$ cat config.mk
export PLATFORM = sky130hd
export DESIGN_NAME = reset_sequencer
export DESIGN_NICKNAME = d
export VERILOG_FILES = /design/src/rtl/reset_pkg.sv /design/src/rtl/reset_synchronizer.sv /design/src/rtl/reset_sequencer.sv
export SDC_FILE = /design/constraint.sdc
export NUM_CORES = 1
export LEC_CHECK = 0
export BUFFER_PORTS_ARGS = -buffer_cell sky130_fd_sc_hd__buf_2
export CAP_MARGIN = 20
export CORE_ASPECT_RATIO = 0.75
export CORE_MARGIN = 2
export CORE_UTILIZATION = 50
export CTS_CLUSTER_SIZE = 25
export DETAILED_ROUTE_END_ITERATION = 6
export PLACE_DENSITY = 0.71
export SLEW_MARGIN = 20
export SYNTH_ARGS = -nofsm -noshare
export SYNTH_HDL_FRONTEND = slang
export SYNTH_SLANG_ARGS = --single-unit
$ cat constraint.sdc
create_clock -name clk -period 5.7 [get_ports clk]
set_input_delay 0.57 -clock clk [delete_from_list [all_inputs] [get_ports clk]]
set_output_delay 0.57 -clock clk [all_outputs]
set_load 0.1 [all_outputs]
$ cat src/rtl/reset_pkg.sv
// Shared types and constants for the reset sequencing logic.
package reset_pkg;

  typedef enum logic [1:0] {
    SYNC    = 2'd0,
    HOLD    = 2'd1,
    RELEASE = 2'd2,
    RUN     = 2'd3
  } rst_state_t;

  localparam logic [1:0] CAUSE_EXT = 2'b01;
  localparam logic [1:0] CAUSE_SW  = 2'b10;

  function automatic int max_int(input int a, input int b);
    return (a > b) ? a : b;
  endfunction

endpackage

$ cat src/rtl/reset_synchronizer.sv
// Async-clear flop chain: output rises STAGES clocks after reset_n deasserts.
module reset_synchronizer #(
  parameter int STAGES = 2
) (
  input  logic clk,
  input  logic reset_n,
  output logic sync_out
);

  logic [STAGES-1:0] chain;

  // Shift a constant one through the chain; any reset_n assertion clears it at once.
  always_ff @(posedge clk or negedge reset_n) begin
    // NOTE: sequential state uses non-blocking assignments so every flop samples pre-edge values.
    if (!reset_n) chain <= '0;
    else          chain <= (chain << 1) | STAGES'(1);
  end

  assign sync_out = chain[STAGES-1];

endmodule

$ cat src/rtl/reset_sequencer.sv
// Staggered reset release sequencer with software reset and reset-cause reporting.
module reset_sequencer
  import reset_pkg::*;
#(
  parameter int N_OUT          = 4,
  parameter int SYNC_STAGES    = 2,
  parameter int HOLD_CYCLES    = 16,
  parameter int STAGGER_CYCLES = 4
) (
  input  logic             clk,
  input  logic             reset_n,
  input  logic             sw_reset_req,
  output logic [N_OUT-1:0] rst_out,
  output logic             ready,
  output logic [1:0]       cause
);

  localparam int CNT_W = $clog2(max_int(HOLD_CYCLES, STAGGER_CYCLES) + 1);
  localparam int IDX_W = (N_OUT > 1) ? $clog2(N_OUT) : 1;
  localparam logic [CNT_W-1:0] HOLD_LAST = CNT_W'(HOLD_CYCLES - 1);
  localparam logic [CNT_W-1:0] STAG_LAST = CNT_W'((STAGGER_CYCLES > 0) ? STAGGER_CYCLES - 1 : 0);
  localparam logic [IDX_W-1:0] IDX_LAST  = IDX_W'(N_OUT - 1);
  localparam logic [N_OUT-1:0] BIT0      = N_OUT'(1);
  // Releasing everything at once when there is one output or no stagger.
  localparam bit ALL_AT_ONCE = (N_OUT == 1) || (STAGGER_CYCLES == 0);
  // The state register's SYNC->HOLD step is the final synchroniser stage, so
  // HOLD is entered on the very edge the full SYNC_STAGES-deep chain would rise.
  localparam int PRE_STAGES = (SYNC_STAGES > 2) ? SYNC_STAGES - 1 : 1;

  if (N_OUT < 1) begin : g_bad_n_out
    $error("reset_sequencer: N_OUT must be >= 1");
  end
  if (SYNC_STAGES < 2) begin : g_bad_sync
    $error("reset_sequencer: SYNC_STAGES must be >= 2");
  end
  if (HOLD_CYCLES < 1) begin : g_bad_hold
    $error("reset_sequencer: HOLD_CYCLES must be >= 1");
  end

  rst_state_t       state, state_next;
  logic [CNT_W-1:0] cnt, cnt_next;
  logic [IDX_W-1:0] idx, idx_next;
  logic [N_OUT-1:0] rst_next;
  logic             ready_next;
  logic [1:0]       cause_next;
  logic             sync_rise;
  logic             sw_hit;
  logic             hold_done;
  logic             stag_done;
  logic             last_bit;

  reset_synchronizer #(
    .STAGES(PRE_STAGES)
  ) u_sync (
    .clk     (clk),
    .reset_n (reset_n),
    .sync_out(sync_rise)
  );

  assign sw_hit    = sw_reset_req && (state != SYNC);
  assign hold_done = (state == HOLD) && (cnt == HOLD_LAST);
  assign stag_done = (state == RELEASE) && (cnt == STAG_LAST);
  assign last_bit  = (idx == IDX_LAST);

  // State register plus registered outputs, so rst_out/ready/cause never glitch.
  always_ff @(posedge clk or negedge reset_n) begin
    if (!reset_n) begin
      state   <= SYNC;
      cnt     <= '0;
      idx     <= '0;
      rst_out <= '1;
      ready   <= 1'b0;
      cause   <= CAUSE_EXT;
    end else begin
      state   <= state_next;
      cnt     <= cnt_next;
      idx     <= idx_next;
      rst_out <= rst_next;
      ready   <= ready_next;
      cause   <= cause_next;
    end
  end

  // Next-state, counter and release-index logic; software request restarts HOLD.
  always_comb begin
    // NOTE: every comb output gets a default first so no path can infer a latch.
    state_next = state;
    cnt_next   = cnt;
    idx_next   = idx;
    if (sw_hit) begin
      state_next = HOLD;
      cnt_next   = '0;
      idx_next   = '0;
    end else begin
      unique case (state)
        SYNC: begin
          if (sync_rise) begin
            state_next = HOLD;
            cnt_next   = '0;
          end
        end
        HOLD: begin
          if (hold_done) begin
            cnt_next   = '0;
            idx_next   = IDX_W'(1);
            state_next = ALL_AT_ONCE ? RUN : RELEASE;
          end else begin
            cnt_next = cnt + CNT_W'(1);
          end
        end
        RELEASE: begin
          if (stag_done) begin
            cnt_next = '0;
            if (last_bit) state_next = RUN;
            else          idx_next   = idx + IDX_W'(1);
          end else begin
            cnt_next = cnt + CNT_W'(1);
          end
        end
        RUN: ;
        default: state_next = SYNC;
      endcase
    end
  end

  // Output values to be registered: clear one bit per release step, flag ready on the last.
  always_comb begin
    rst_next   = rst_out;
    ready_next = ready;
    cause_next = cause;
    if (sw_hit) begin
      rst_next   = '1;
      ready_next = 1'b0;
      cause_next = CAUSE_SW;
    end else begin
      unique case (state)
        HOLD: begin
          if (hold_done) begin
            if (ALL_AT_ONCE) begin
              rst_next   = '0;
              ready_next = 1'b1;
            end else begin
              rst_next = rst_out & ~BIT0;
            end
          end
        end
        RELEASE: begin
          if (stag_done) begin
            rst_next   = rst_out & ~(BIT0 << idx);
            ready_next = last_bit;
          end
        end
        default: ;
      endcase
    end
  end

endmodule

# After elaboration in Yosys (flattened, before gate mapping)
# Index checks and enable logic that the tools add are counted.
# Widths: inputs -> output; s select.
[classes]
add_sub_neg = 2
mul = 0
div = 0
order_cmp = 0
eq_ne = 11
n_shift = 1
muxes = 23
n_bitwise = 2
reduce_logical = 15
[ops]
columns = ["cell", "n"]
rows = [
  ["$mux 5", 4],
  ["$mux 2", 9],
  ["$pmux 5 s3", 1],
  ["$ne 3x3->1 const B", 4],
  ["$mux 4", 2],
  ["$pmux 4 s2", 1],
  ["$pmux 2 s3", 1],
  ["$reduce_and 3->1", 2],
  ["$reduce_bool 2->1", 3],
  ["$add 5x1->5 const B", 1],
  ["$eq 5x2->1 const B", 1],
  ["$eq 5x4->1 const B", 1],
  ["$reduce_and 5->1", 1],
  ["$and 4x4->4", 1],
  ["$eq 2x2->1 const B", 2],
  ["$mux 1", 4],
  ["$not 4->4", 1],
  ["$pmux 2 s2", 1],
  ["$reduce_and 2->1", 2],
  ["$reduce_and 4->1", 1],
  ["$reduce_bool 4->1", 1],
  ["$shl 1x2->4 const A", 1],
  ["$logic_and 1x1->1", 3],
  ["$ne 3x2->1 const B", 1],
  ["other kinds (5)", 5],
]
[totals]
register_bits = 17
latchBits = 0
ramBits = 0
rom_bits = 0
input_bits = 3
output_inout_bits = 7
wordCells = 62
memories = 0

# Logic depth before layout (Yosys ltp)
[logic_depth]
depth_word = 6
depth_mapped = 7
ltp_nobuf = 7

# By module
# From an unflattened synthesis, not the netlist that was laid out.
[hier_totals]
hier_cells = 108
hier_area_um2 = 1058.5
[by_module_without_submodules]
columns = ["module", "instances", "cells_per_inst", "area_per_inst_um2", "seq_area_each_um2"]
rows = [
  ["reset_sequencer", 1, 106, 1029.7, 406.6],
  ["reset_synchronizer", 1, 2, 28.8, 25.0],
]

# Worst setup path after synthesis
# OpenSTA, ideal clock, no wires.
[synth_timing]
path_type = "register to register"
start = "reg cnt[0]"
end = "reg cnt[3]"
setup_ns = 0.101
arrival_time_ns = 1.923
required_time_ns = 5.599
path_slack_ns = 3.677
path_stages_with_launch = 8
path_buffers = 0
period_less_slack_ns = 2.023
cell_sequence = "dfrtp_1 -> ha_1 -> and3_1 -> ha_1 -> or2b_1 -> o21a_1 -> or3_4 -> o311ai_2"
[synth_between]
elab_chain_cells = 5
word_cells_on_any_way = 9
classes_between = "1 x add/sub; 2 x eq/ne; 4 x mux; 2 x reduce/logical"
[synth_rtl]
columns = ["item", "line_no", "rtl"]
rows = [
  ["from (decl)", "reset_sequencer.sv:41", "logic [CNT_W-1:0] cnt, cnt_next;"],
  ["from (signal assigned)", "reset_sequencer.sv:76", "cnt <= cnt_next;"],
  ["branches (longest 3 deep; another with $add 5x1->5)", "n/a", ""],
  ["$pmux 5 s3 (*)", "reset_sequencer.sv:95", "unique case (state)"],
  ["$mux 5 (*)", "reset_sequencer.sv:90", "if (sw_hit) begin"],
]
# Mark *: on every way between the ends.
# A chain may end at the register's enable or synchronous reset.

# Final worst setup path
# Same ends and word-level chain as after synthesis.

==> metrics.csv <==
metric,value,unit
clk sink count,17,
layout overhead on the synthesized area,8.13,%
Post-synth EDFFs,0,
VDD IR-drop max,0.000373,V
Post-synth ARST share,100,%
library cells used by synthesis,38,
switch share,50.8,%
total core area,2000,sq um
Synth Warn #,0,
DIE WIDTH,56.8,microns
final-report hold violation count,0,
"Clk Latency, worst-skew pair",0.28,ns
ant diodes,0,
Int Power,0.272,mW
post-synthesis cell area,1050,sq um
Sequential Area,432,sq um
final wirelength,1940,microns
GRT Total Usage,18.6,%
Final Cycle Share,38.9,%
routability cong.,0.749,
IO buf count,9,
Worst Setup End Kind,register,
ys flop type,dfrtp_1,
# rows,14,
CTS Hold Bufs,0,
compound-gate portion of the synthesized area,20.5,%
MaxCap Viol Count,0,
Clk pwr share,11.3,%
run status,finished clean,
CTS tree,done,
Pleak,0.512,nW
Cell Pwr Density,489,nW/um^2
Post-DRT Antenna Nets,0,
Nets,129,
min Tclk post-route,2.22,ns
total congestion overflow,0,
area of the multi-input gates,557,sq um
total CTS buffers,3,
post-synthesis adder-cell area fraction,13.2,%
antenna violations before repair,0,
Clock transition at path regs,0.09,ns
WHS,0.187,ns
Hold Crit Class,in -> async,
DIE AREA,2480,sq um
Post-Synth Simple-Gate Area,16.7,%
number of top-level pins,10,
critical path class,reg -> reg,
CP Data Arrival Time,2.41,ns
XOR/XNOR Fraction of Synth Area,0,%
DRC violations left,0,
DIE HEIGHT,43.6,microns
CP Launch Type,register,
cells after synthesis,103,
DRT iter0 DRCs,21,
CP max FO,5,
largest net degree at the start of global routing,18,
Inst Count DP,134,
detailed-route via count,756,
setup violators final,0,
Highest Clock Rate,0.451,GHz
Seq cells post-synth,17,
sum of negative setup slack,0,ns
first-pass GRT wire length,3460,microns
largest family of logic cells by synthesized area,compound AO/OA/AOI/OAI gates,
Clock Tree Root,clkbuf_4,
syn_area_per_cell,10.2,sq um
CP required,5.89,ns
fin cells,138,
vias in the first global route,787,
combinational power share,55.2,%
RSZ-0062 raised after global routing,no,
NetSw,0.281,mW
FILL cells,180,
multiplexer area fraction after synthesis,2.51,%
via/cell ratio,5.48,
Post-CTS Setup Bufs,0,
initial cell density of the core,52.4,%
H-tree levels,1,
mean routed wirelength per cell,14.0,microns
post_cts resized,0,
hpwl dp,1470,microns
DR pass1 iterations,4,
clock buffer depth,2,
Reg power frac,33.4,%
"Slew Viols, Final",0,
Setup Skew,0.00362,ns
Syn Nets,117,
register area share after synthesis,41.3,%
share of cells above drive strength 1,21.9,%
[power by group through the flow]
| stage | clock [mW] | sequential [mW] | combinational, mW |
|---|---|---|---|
| 4_1_cts | 0.0663 | 0.185 | 0.307 |
| 3_3_place_gp | 0 | 0.184 | 0.297 |
| 3_5_place_dp | 0 | 0.187 | 0.305 |
| 6_report | 0.0627 | 0.185 | 0.306 |
| 2_1_floorplan | 0 | 0.287 | 0.152 |
| 5_1_grt | 0.0719 | 0.189 | 0.332 |
[registers in the layout, summed over array words and instances, names as in the netlist]
| register | cells |
|---|---|
| cnt | 5 |
| rst_out | 4 |
| cause | 2 |
| idx | 2 |
| state | 2 |
| ready | 1 |
| u_sync.sync_out | 1 |
[final cells by class]
cell class                 instances  area share [%]
sequential                        17            38.2
inverter                          11            3.65
multi-input combinational         73            49.2
clock buffer                       4            2.32
tap                               24            2.65
timing repair buffer               9            3.98
[metrics by stage]
| stage | utilization, % | setup slack (ns) | cell area, sq um | total power, mW |
|---|---|---|---|---|
| CTS | 56.6 | 3.47 | 1130 | 0.558 |
| global placement | 55.3 | 3.63 | 1100 | 0.480 |
| detailed placement | 55.3 | 3.51 | 1100 | 0.491 |
| floorplan | - | 3.68 | 1050 | 0.439 |
| finish | 56.6 | 3.48 | 1130 | 0.553 |
| global route | 56.6 | 3.39 | 1130 | 0.593 |
[critical path, stage by stage, from the launching register on]
cell and delay, ns:
dfrtp_1 0.41, ha_1 0.24, and3_1 0.16, ha_1 0.18, or2b_1 0.29, o21a_1 0.15, or3_4 0.42, o311ai_2 0.28
[path summary, 6_finish.rpt]
path                               start         end  slack (ns)  depth (start not counted)
worst max-delay path              cnt[0]      cnt[3]        3.48                          7
worst min-delay path             reset_n      cnt[3]        0.19                          1
worst max register to register    cnt[0]      cnt[3]        3.48                          7
worst min register to register  cause[1]    cause[1]        0.47                          1
max in group asynchronous        reset_n  rst_out[3]        5.21                          1
min in group clk                cause[1]    cause[1]        0.47                          1
[routing by layer]
metal / wire, microns / track usage, %
met5: 0 / 0
met2: 916 / 31.4
met3: 60 / 6.27
met4: 19 / 4.19
met1: 939 / 23.7
[kinds of logic (layout without fill, tap and decap cells)]
logic type      count (synthesis)  count (layout)
fa+ha+maj                      11              11
other cells                     1               1
compound gates                 27              27
mux                             2               2
buf+inv                        13              24
flops                          17              17
simple gates                   32              32
[layout by cell type (no fill, tap or decap), types with 2 or more instances in the layout]
master,n
dfrtp_1,12
ha_1,11
inv_1,10
nand2_1,10
buf_2,9
o21ai_0,7
nor2_1,5
dfstp_2,5
nand2b_1,4
and2_1,3
clkbuf_4,3
o21ai_1,2
nor2b_1,2
nand3_1,2
a21oi_1,2
o21a_1,2
nand4_1,2
o221ai_1,2
[synth_stat cells (3+ instances only)]
library cell | count | area share, %
dfrtp_1 | 12 | 29
ha_1 | 11 | 13
inv_1 | 10 | 3.6
nand2_1 | 10 | 3.6
o21ai_0 | 7 | 3.3
dfstp_2 | 5 | 13
nor2_1 | 5 | 1.8
nand2b_1 | 4 | 2.4
and2_1 | 3 | 1.8
(Power assumes the default switching activity.)
